### config.mk
export PLATFORM = sky130hd
export DESIGN_NAME = amc13_tts_serializer
export DESIGN_NICKNAME = d
export VERILOG_FILES = /design/src/rtl/amc13_tts_serializer.sv
export SDC_FILE = /design/constraint.sdc
export NUM_CORES = 1
export LEC_CHECK = 0
export ABC_CLOCK_PERIOD_IN_PS = 5700
export CORE_UTILIZATION = 30
export CTS_CLUSTER_DIAMETER = 60
export DETAILED_ROUTE_END_ITERATION = 8
export PLACE_DENSITY = 0.49
export SYNTH_ARGS = -nofsm -noshare
export SYNTH_HDL_FRONTEND = slang
export SYNTH_SLANG_ARGS = --single-unit
### constraint.sdc
create_clock -name amc13_clk_40 -period 5.7 [get_ports amc13_clk_40]
set_input_delay 0.855 -clock amc13_clk_40 [delete_from_list [all_inputs] [get_ports amc13_clk_40]]
set_output_delay 0.855 -clock amc13_clk_40 [all_outputs]
set_load 0.02 [all_outputs]
### src/rtl/amc13_tts_serializer.sv
// TTS serializer: debounces the requested TTS code and streams 16-bit framed
// state words (sync, state, sequence, parity) MSB first at the AMC13 40 MHz clock.
module amc13_tts_serializer #(
  parameter int STABLE_CYCLES  = 4,
  parameter int HOLDOFF_FRAMES = 2
) (
  input  logic       amc13_clk_40,
  input  logic       reset,
  input  logic [3:0] tts_state,
  output logic       tts_serial_out,
  output logic       frame_start,
  output logic [3:0] tts_sent,
  output logic       holdoff
);

  localparam logic [3:0] TTS_READY = 4'h8;
  localparam logic [3:0] TTS_BUSY  = 4'h4;
  localparam logic [3:0] TTS_OOS   = 4'h2;
  localparam logic [3:0] TTS_WARN  = 4'h1;
  localparam logic [3:0] TTS_ERROR = 4'hC;
  localparam logic [7:0] SYNC_WORD = 8'hB8;

  localparam logic [0:0] ST_HOLDOFF = 1'b0;
  localparam logic [0:0] ST_SEND    = 1'b1;

  localparam int         HOLD_W       = (HOLDOFF_FRAMES < 1) ? 1 : $clog2(HOLDOFF_FRAMES + 1);
  localparam logic [3:0] STABLE_LIMIT = 4'(STABLE_CYCLES);

  function automatic logic [3:0] sanitise(input logic [3:0] code);
    case (code)
      TTS_READY, TTS_BUSY, TTS_OOS, TTS_WARN, TTS_ERROR: sanitise = code;
      default:                                           sanitise = TTS_ERROR;
    endcase
  endfunction

  // Even parity: bit 0 makes the number of ones in bits [7:0] even.
  function automatic logic [15:0] build_frame(input logic [3:0] st, input logic [2:0] sq);
    build_frame = {SYNC_WORD, st, sq, ^{st, sq}};
  endfunction

  logic [3:0]        sample_clean;
  logic [3:0]        last_sample_reg;
  logic [3:0]        stable_cnt_reg;
  logic [3:0]        stable_cnt_next;
  logic [3:0]        filtered_reg;
  logic [3:0]        filtered_next;

  logic [3:0]        bit_cnt_reg;
  logic [15:0]       frame_reg;
  logic [15:0]       frame_capture;
  logic [2:0]        seq_reg;
  logic [0:0]        state_reg;
  logic [HOLD_W-1:0] hold_cnt_reg;
  logic              boundary;
  logic              send_zero;

  always_comb begin
    sample_clean = sanitise(tts_state);
    if (stable_cnt_reg == 4'd0 || sample_clean != last_sample_reg)
      stable_cnt_next = 4'd1;
    else if (stable_cnt_reg >= STABLE_LIMIT)
      stable_cnt_next = stable_cnt_reg;
    else
      stable_cnt_next = stable_cnt_reg + 4'd1;
    filtered_next = filtered_reg;
    if (stable_cnt_next >= STABLE_LIMIT)
      filtered_next = sample_clean;
  end

  // bit_cnt_reg is the frame position presented on the next edge; 0 means bit 15.
  assign boundary      = (bit_cnt_reg == 4'd0);
  assign send_zero     = (state_reg == ST_HOLDOFF) && (hold_cnt_reg < HOLD_W'(HOLDOFF_FRAMES));
  assign frame_capture = send_zero ? 16'h0000 : build_frame(filtered_next, seq_reg);
  assign holdoff       = (state_reg == ST_HOLDOFF);

  always_ff @(posedge amc13_clk_40 or posedge reset) begin
    if (reset) begin
      last_sample_reg <= TTS_ERROR;
      stable_cnt_reg  <= 4'd0;
      filtered_reg    <= TTS_ERROR;
      bit_cnt_reg     <= 4'd0;
      frame_reg       <= 16'h0000;
      seq_reg         <= 3'd0;
      state_reg       <= ST_HOLDOFF;
      hold_cnt_reg    <= '0;
      tts_serial_out  <= 1'b0;
      frame_start     <= 1'b0;
      tts_sent        <= TTS_ERROR;
    end else begin
      last_sample_reg <= sample_clean;
      stable_cnt_reg  <= stable_cnt_next;
      filtered_reg    <= filtered_next;
      bit_cnt_reg     <= bit_cnt_reg + 4'd1;
      if (boundary) begin
        frame_start    <= 1'b1;
        frame_reg      <= frame_capture;
        tts_serial_out <= frame_capture[15];
        if (send_zero) begin
          hold_cnt_reg <= hold_cnt_reg + HOLD_W'(1);
          tts_sent     <= TTS_ERROR;
        end else begin
          state_reg <= ST_SEND;
          tts_sent  <= filtered_next;
          seq_reg   <= seq_reg + 3'd1;
        end
      end else begin
        frame_start    <= 1'b0;
        tts_serial_out <= frame_reg[4'd15 - bit_cnt_reg];
      end
    end
  end

endmodule

### Word level (Yosys, flattened, before mapping)

Index checks and enable logic that the tools add are counted.
W data, S select, Z words.

| cells by class | value |
|---|---|
| add/sub/neg operators | 5 |
| order comparisons | 4 |
| equality and inequality tests | 6 |
| muxes and demuxes | 10 |
| bitwise logic cells | 2 |
| reduce and logical (&&, ||, !) cells | 8 |

Operators with widths:

| operator | number |
|---|---|
| $mux W4 | 5 |
| $mux W16 | 1 |
| $add A4 B1 Y4 const B | 2 |
| $eq A4 B4 Y1 const B | 2 |
| $ge A4 B3 Y1 const B | 2 |
| $logic_not A4 Y1 | 2 |
| $reduce_xor A7 Y1 | 1 |
| $lt A4 B5 Y1 const B | 1 |
| $reduce_or A5 Y1 | 1 |
| $bmux W1 S4 | 1 |
| $eq A4 B1 Y1 const B | 1 |
| $eq A4 B2 Y1 const B | 1 |
| $eq A4 B3 Y1 const B | 1 |
| $ne A4 B4 Y1 | 1 |
| $reduce_and A2 Y1 | 2 |
| $sub A4 B4 Y4 const A | 1 |
| $add A3 B1 Y3 const B | 1 |
| $mux W1 | 3 |
| $add A2 B1 Y2 const B | 1 |
| $lt A2 B2 Y1 const B | 1 |
| $not A1 Y1 | 2 |
| $logic_and A1 B1 Y1 | 1 |
| $logic_or A1 B1 Y1 | 1 |

| word-level totals | value |
|---|---|
| bits in registers | 44 |
| bits of input ports | 6 |

### Longest topological paths before layout

| logic depth | value |
|---|---|
| word-level depth | 11 |
| gate-level depth with buffers | 9 |
| mapped depth without buffers | 8 |

### Worst setup path after synthesis

No wires, ideal clock.

| timing path | value |
|---|---|
| path type | input to register |
| start | input port tts_state[0] |
| end | register frame_reg[0] |
| setup time | 0.129 ns |
| data arrival time | 2.160 ns |
| setup slack | 3.411 ns |
| stages on the path | 6 |
| path buffers | 0 |
| cells stage by stage | or3_1 nand3_2 and3b_4 o211ai_4 mux2i_1 a2111o_1 |

| on the way | value |
|---|---|
| longest elaborated chain between the ends | 10 |
| elaborated cells on any way between the ends | 14 |
| those cells by class | 1 x order compare; 6 x eq/ne; 4 x mux; 3 x reduce/logical |

Ends and longest elaborated chain:

| element | line | source |
|---|---|---|
| start: declaration | 9 | `input logic [3:0] tts_state,` |
| $eq A4 B4 Y1 (tied with other cells) | 30 | `case (code)` |
| $reduce_or A5 Y1 (*) | 30 |  |
| $mux W4 (*) | 30 |  |
| named net sample_clean[2] | 41 | `logic [3:0] sample_clean;` |
| $ne A4 B4 Y1 | 59 | `if (stable_cnt_reg == 4'd0 \|\| sample_clean != last_sample_reg)` |
| $logic_or A1 B1 Y1 | 59 |  |
| $mux W4 | 59 |  |
| $ge A4 B3 Y1 | 66 | `if (stable_cnt_next >= STABLE_LIMIT)` |
| $mux W4 (*) | 66 |  |
| $reduce_xor A7 Y1 (*) | 38 | `build_frame = {SYNC_WORD, st, sq, ^{st, sq}};` |
| $mux W16 (*) | 73 | `assign frame_capture = send_zero ? 16'h0000 : build_frame(filtered_next, seq_reg);` |
| end signal: assignment | 96 | `frame_reg <= frame_capture;` |
| end: declaration | 49 | `logic [15:0] frame_reg;` |

The timed path passes the listed nets; every way through them passes the cells marked *.
A chain may end at the register's enable or synchronous reset.

### Final worst setup path

| timing path | value |
|---|---|
| start | input port tts_state[2] |
| end | register frame_reg[0] |

| on the way | value |
|---|---|
| longest elaborated chain between the ends | 10 |
| elaborated cells on any way between the ends | 14 |
| those cells by class | 1 x order compare; 6 x eq/ne; 4 x mux; 3 x reduce/logical |

Ends and longest elaborated chain:

| element | line |
|---|---|
| $eq A4 B4 Y1 (tied with other cells) | 30 |
| $reduce_or A5 Y1 | 30 |
| $mux W4 (*) | 30 |
| $ne A4 B4 Y1 | 59 |
| $logic_or A1 B1 Y1 | 59 |
| $mux W4 | 59 |
| $ge A4 B3 Y1 | 66 |
| $mux W4 (*) | 66 |
| $reduce_xor A7 Y1 (*) | 38 |
| $mux W16 (*) | 73 |

Mark *: on every way between the ends. The rest lies on a longest branch, timed or not.

==> results.py <==
metrics = {
    "run_status": {
        "outcome": "finished clean",
    },
    "yosys": {
        "syn_inst": 155,
        "syn_nets": 166,
        "synth_edf_count": 0,
        "synth.yosys.seq_area_share_pct": 49.6,
        "yosysMostFrequentCell": "dfrtp_1",
        "synth-main-ff-cell": "dfrtp_1",
        "netlist_area_mm2": 0.00178,
        "synth.area.top_cells": "dfrtp_1 41%, dfstp_2 8.9%, xnor2_1 4.4%, ha_1 3.5%, mux4_2 2.5%",
        "ys_ff_latch": 35,
        "synth_top_area_cell": "dfrtp_1",
        "ys_async_sr_fraction_pct": 100,
        "synth_top_area_share_pct": 40.8,
        "synthTopCellsByCount": "29 x dfrtp_1, 10 x inv_1, 10 x nor2_1",
        "avgSynthCellArea_um2": 11.5,
        "synth_cell_type_count": 46,
        "yosysWarnings": 0,
    },
    "setup_path": {
        "cp.required_ns": 5.86,
        "endpoint_kind": "register",
        "path_delay_family": "compound AO/OA/AOI/OAI gates",
        "worstPathArrival_ns": 3.02,
        "start_kind": "input pin",
        "cp.buffers_inverters": 1,
        "path_max_fanout": 14,
        "worstPathCellList": "clkdlybuf4s50_1 > or3_1 > o31ai_4 > o211ai_4 > mux2i_1 > a2111o_1",
        "slowest_stage": "clkdlybuf4s50_1",
        "slowest_delay_ns": 0.66,
        "setup.worst_path.class": "in2reg",
        "crit_cells": 6,
        "rr_worst_depth": 8,
    },
    "grt": {
        "grt_max_degree": 36,
        "grtUsageMet1_pct": 15.3,
        "grt_pass1_wl_mm": 5.77,
        "grt-ovfl-total": 0,
        "grt_usage_pct": 12.0,
        "use_met2_pct": 19.7,
        "antenna_found_initial": 0,
        "grt_busiest_layer": "met2",
        "grt_pass1_vias": 1218,
        "use_met3_pct": 3.56,
    },
    "clocking": {
        "postCtsResizedCells": 0,
        "clk_pin_slew_worst_paths_ns": 0.07,
        "clock_latency_ns": 0.28,
        "clkSinkCount": 35,
        "cts_made_buffers": 5,
        "cts_buffer_depth": 2,
        "ctsRootBufferMaster": "clkbuf_8",
        "cts_setup_buffers": 0,
        "cts_tree": "done",
        "cts.htree.levels": 2,
        "hold_buffers": 0,
    },
    "cells_and_area": {
        "stdcell_count": 240,
        "syn_to_final_growth_pct": 14.6,
        "fin_nets": 178,
        "largest_reg_flops": 7,
        "layout-drive-gt1-share_pct": 17.3,
        "antenna_cells": 0,
    },
    "sta": {
        "max_freq_ghz": 0.350,
        "setup_tns_ns": 0,
        "setup-violations-final": 0,
        "fin_skew_ns": 0.00357,
        "rsz0062_at_grt": "no",
        "finalCritPeriodShare_pct": 50.1,
        "fin_crit_ns": 2.86,
        "worst_pin_slew_ns": 0.791,
        "max_slew_margin_pct": 47.1,
        "drv_slew": 0,
        "hold_violations": 0,
    },
    "placement": {
        "numPortBuffers": 12,
        "place_congestion": 0.767,
        "dpl.hpwl_mm": 2.36,
        "placed_cells": 232,
    },
    "flow_run": {
        "drv.max_cap_violation_count": 0,
    },
    "routing": {
        "drt-initial-drc-count": 32,
        "drcViolationCount": 0,
        "viasPerCell": 4.87,
        "wl_per_cell_um": 13.8,
        "wl_mm": 3.31,
        "postRouteAntennaNets": 0,
        "firstDrtPassIters": 4,
        "vias": 1169,
    },
    "floorplan": {
        "core_mm2": 0.00561,
        "num_rows": 27,
        "initial_core_util_pct": 31.7,
        "die_w_um": 79.0,
        "die_h_um": 79.0,
        "io_pins": 13,
        "die_area_mm2": 0.00624,
    },
    "worst_hold_path": {
        "hold_path_class": "reg2reg",
        "hold_depth": 2,
    },
    "power_and_ir_drop": {
        "peakVddDrop_mv": 0.179,
        "powerDensity_mw_per_mm2": 350,
        "leakage_nw": 0.865,
        "power_w": 0.000714,
    },
}
tightest hold or removal path: cells and delay by family, from the launching register on:
family | cells | cell delay [ns]
flops | 1 | 0.35
simple gates | 1 | 0.05
compound gates | 1 | 0.06
metal layers:
metal | vias to the layer above | wire length (µm)
met5 | - | 0
met4 | 0 | 33
met3 | 5 | 128
met2 | 22 | 1560
met1 | 579 | 1590
li1 | 563 | -
final timing paths:
check	startpoint	to	slack, ns
setup / recovery	tts_state[2]	frame_reg[0]	2.84
hold / removal	frame_reg[6]	frame_reg[6]	0.49
setup reg to reg	bit_cnt_reg[0]	frame_reg[0]	3.30
hold reg to reg	frame_reg[6]	frame_reg[6]	0.49
max in group asynchronous	reset	last_sample_reg[2]	4.38
min in group asynchronous	reset	bit_cnt_reg[0]	0.98
where the power goes:
group	total (W)	leakage (nW)	switching [W]	internal [W]
Sequential	0.000331	0.413	0.0000312	0.000300
Combinational	0.000191	0.401	0.0000959	0.0000948
Clock	0.000192	0.0515	0.0000820	0.000110
Total	0.000714	0.865	0.000209	0.000505
layout make-up:
cell class	instances	area, µm²
inverters	11	41.3
fillers	579	3570
repair buffers	13	128
clock buffers	8	100
well taps	72	90.1
multi-input cells	101	796
flip-flops and latches	35	883
logic make-up (layout without fill, tap and decap cells):
group | count (synthesis) | after routing | share of synthesized area [%]
simple gates | 41 | 41 | 13.1
flops | 35 | 35 | 49.6
compound gates | 33 | 33 | 14.6
buf+inv | 19 | 32 | 5.63
xor+xnor | 13 | 13 | 6.40
mux | 9 | 9 | 7.10
fa+ha+maj | 5 | 5 | 3.52
placed cells by master (no fill, tap or decap), types with 2 or more instances in the layout:
master	count
nor2_1	10
ha_1	5
mux2i_1	4
o21ai_1	3
nor4b_1	2
xor2_1	4
or3_1	3
o21ai_0	7
nor2b_1	2
nand3_1	3
a22o_1	5
o21a_1	2
a21oi_1	5
a21o_1	2
nor3b_1	2
nand2_1	9
dfstp_2	6
mux4_2	2
nand2b_1	2
mux2_4	2
inv_1	10
clkbuf_8	7
clkdlybuf4s50_1	12
xnor2_1	9
dfrtp_1	29
metrics by stage:
step           hold slack [ns]  area (µm²)  util [%]  worst slack (ns)
6_report                 0.486        2040      36.3              2.84
5_1_grt                  0.508        2040      36.3              2.70
4_1_cts                  0.493        2040      36.3              2.84
3_5_place_dp             0.473        1940      34.6              2.54
3_3_place_gp             0.462        1940      34.6              2.63
2_1_floorplan            0.445        1780         -              3.41
(Power assumes the default switching activity.)
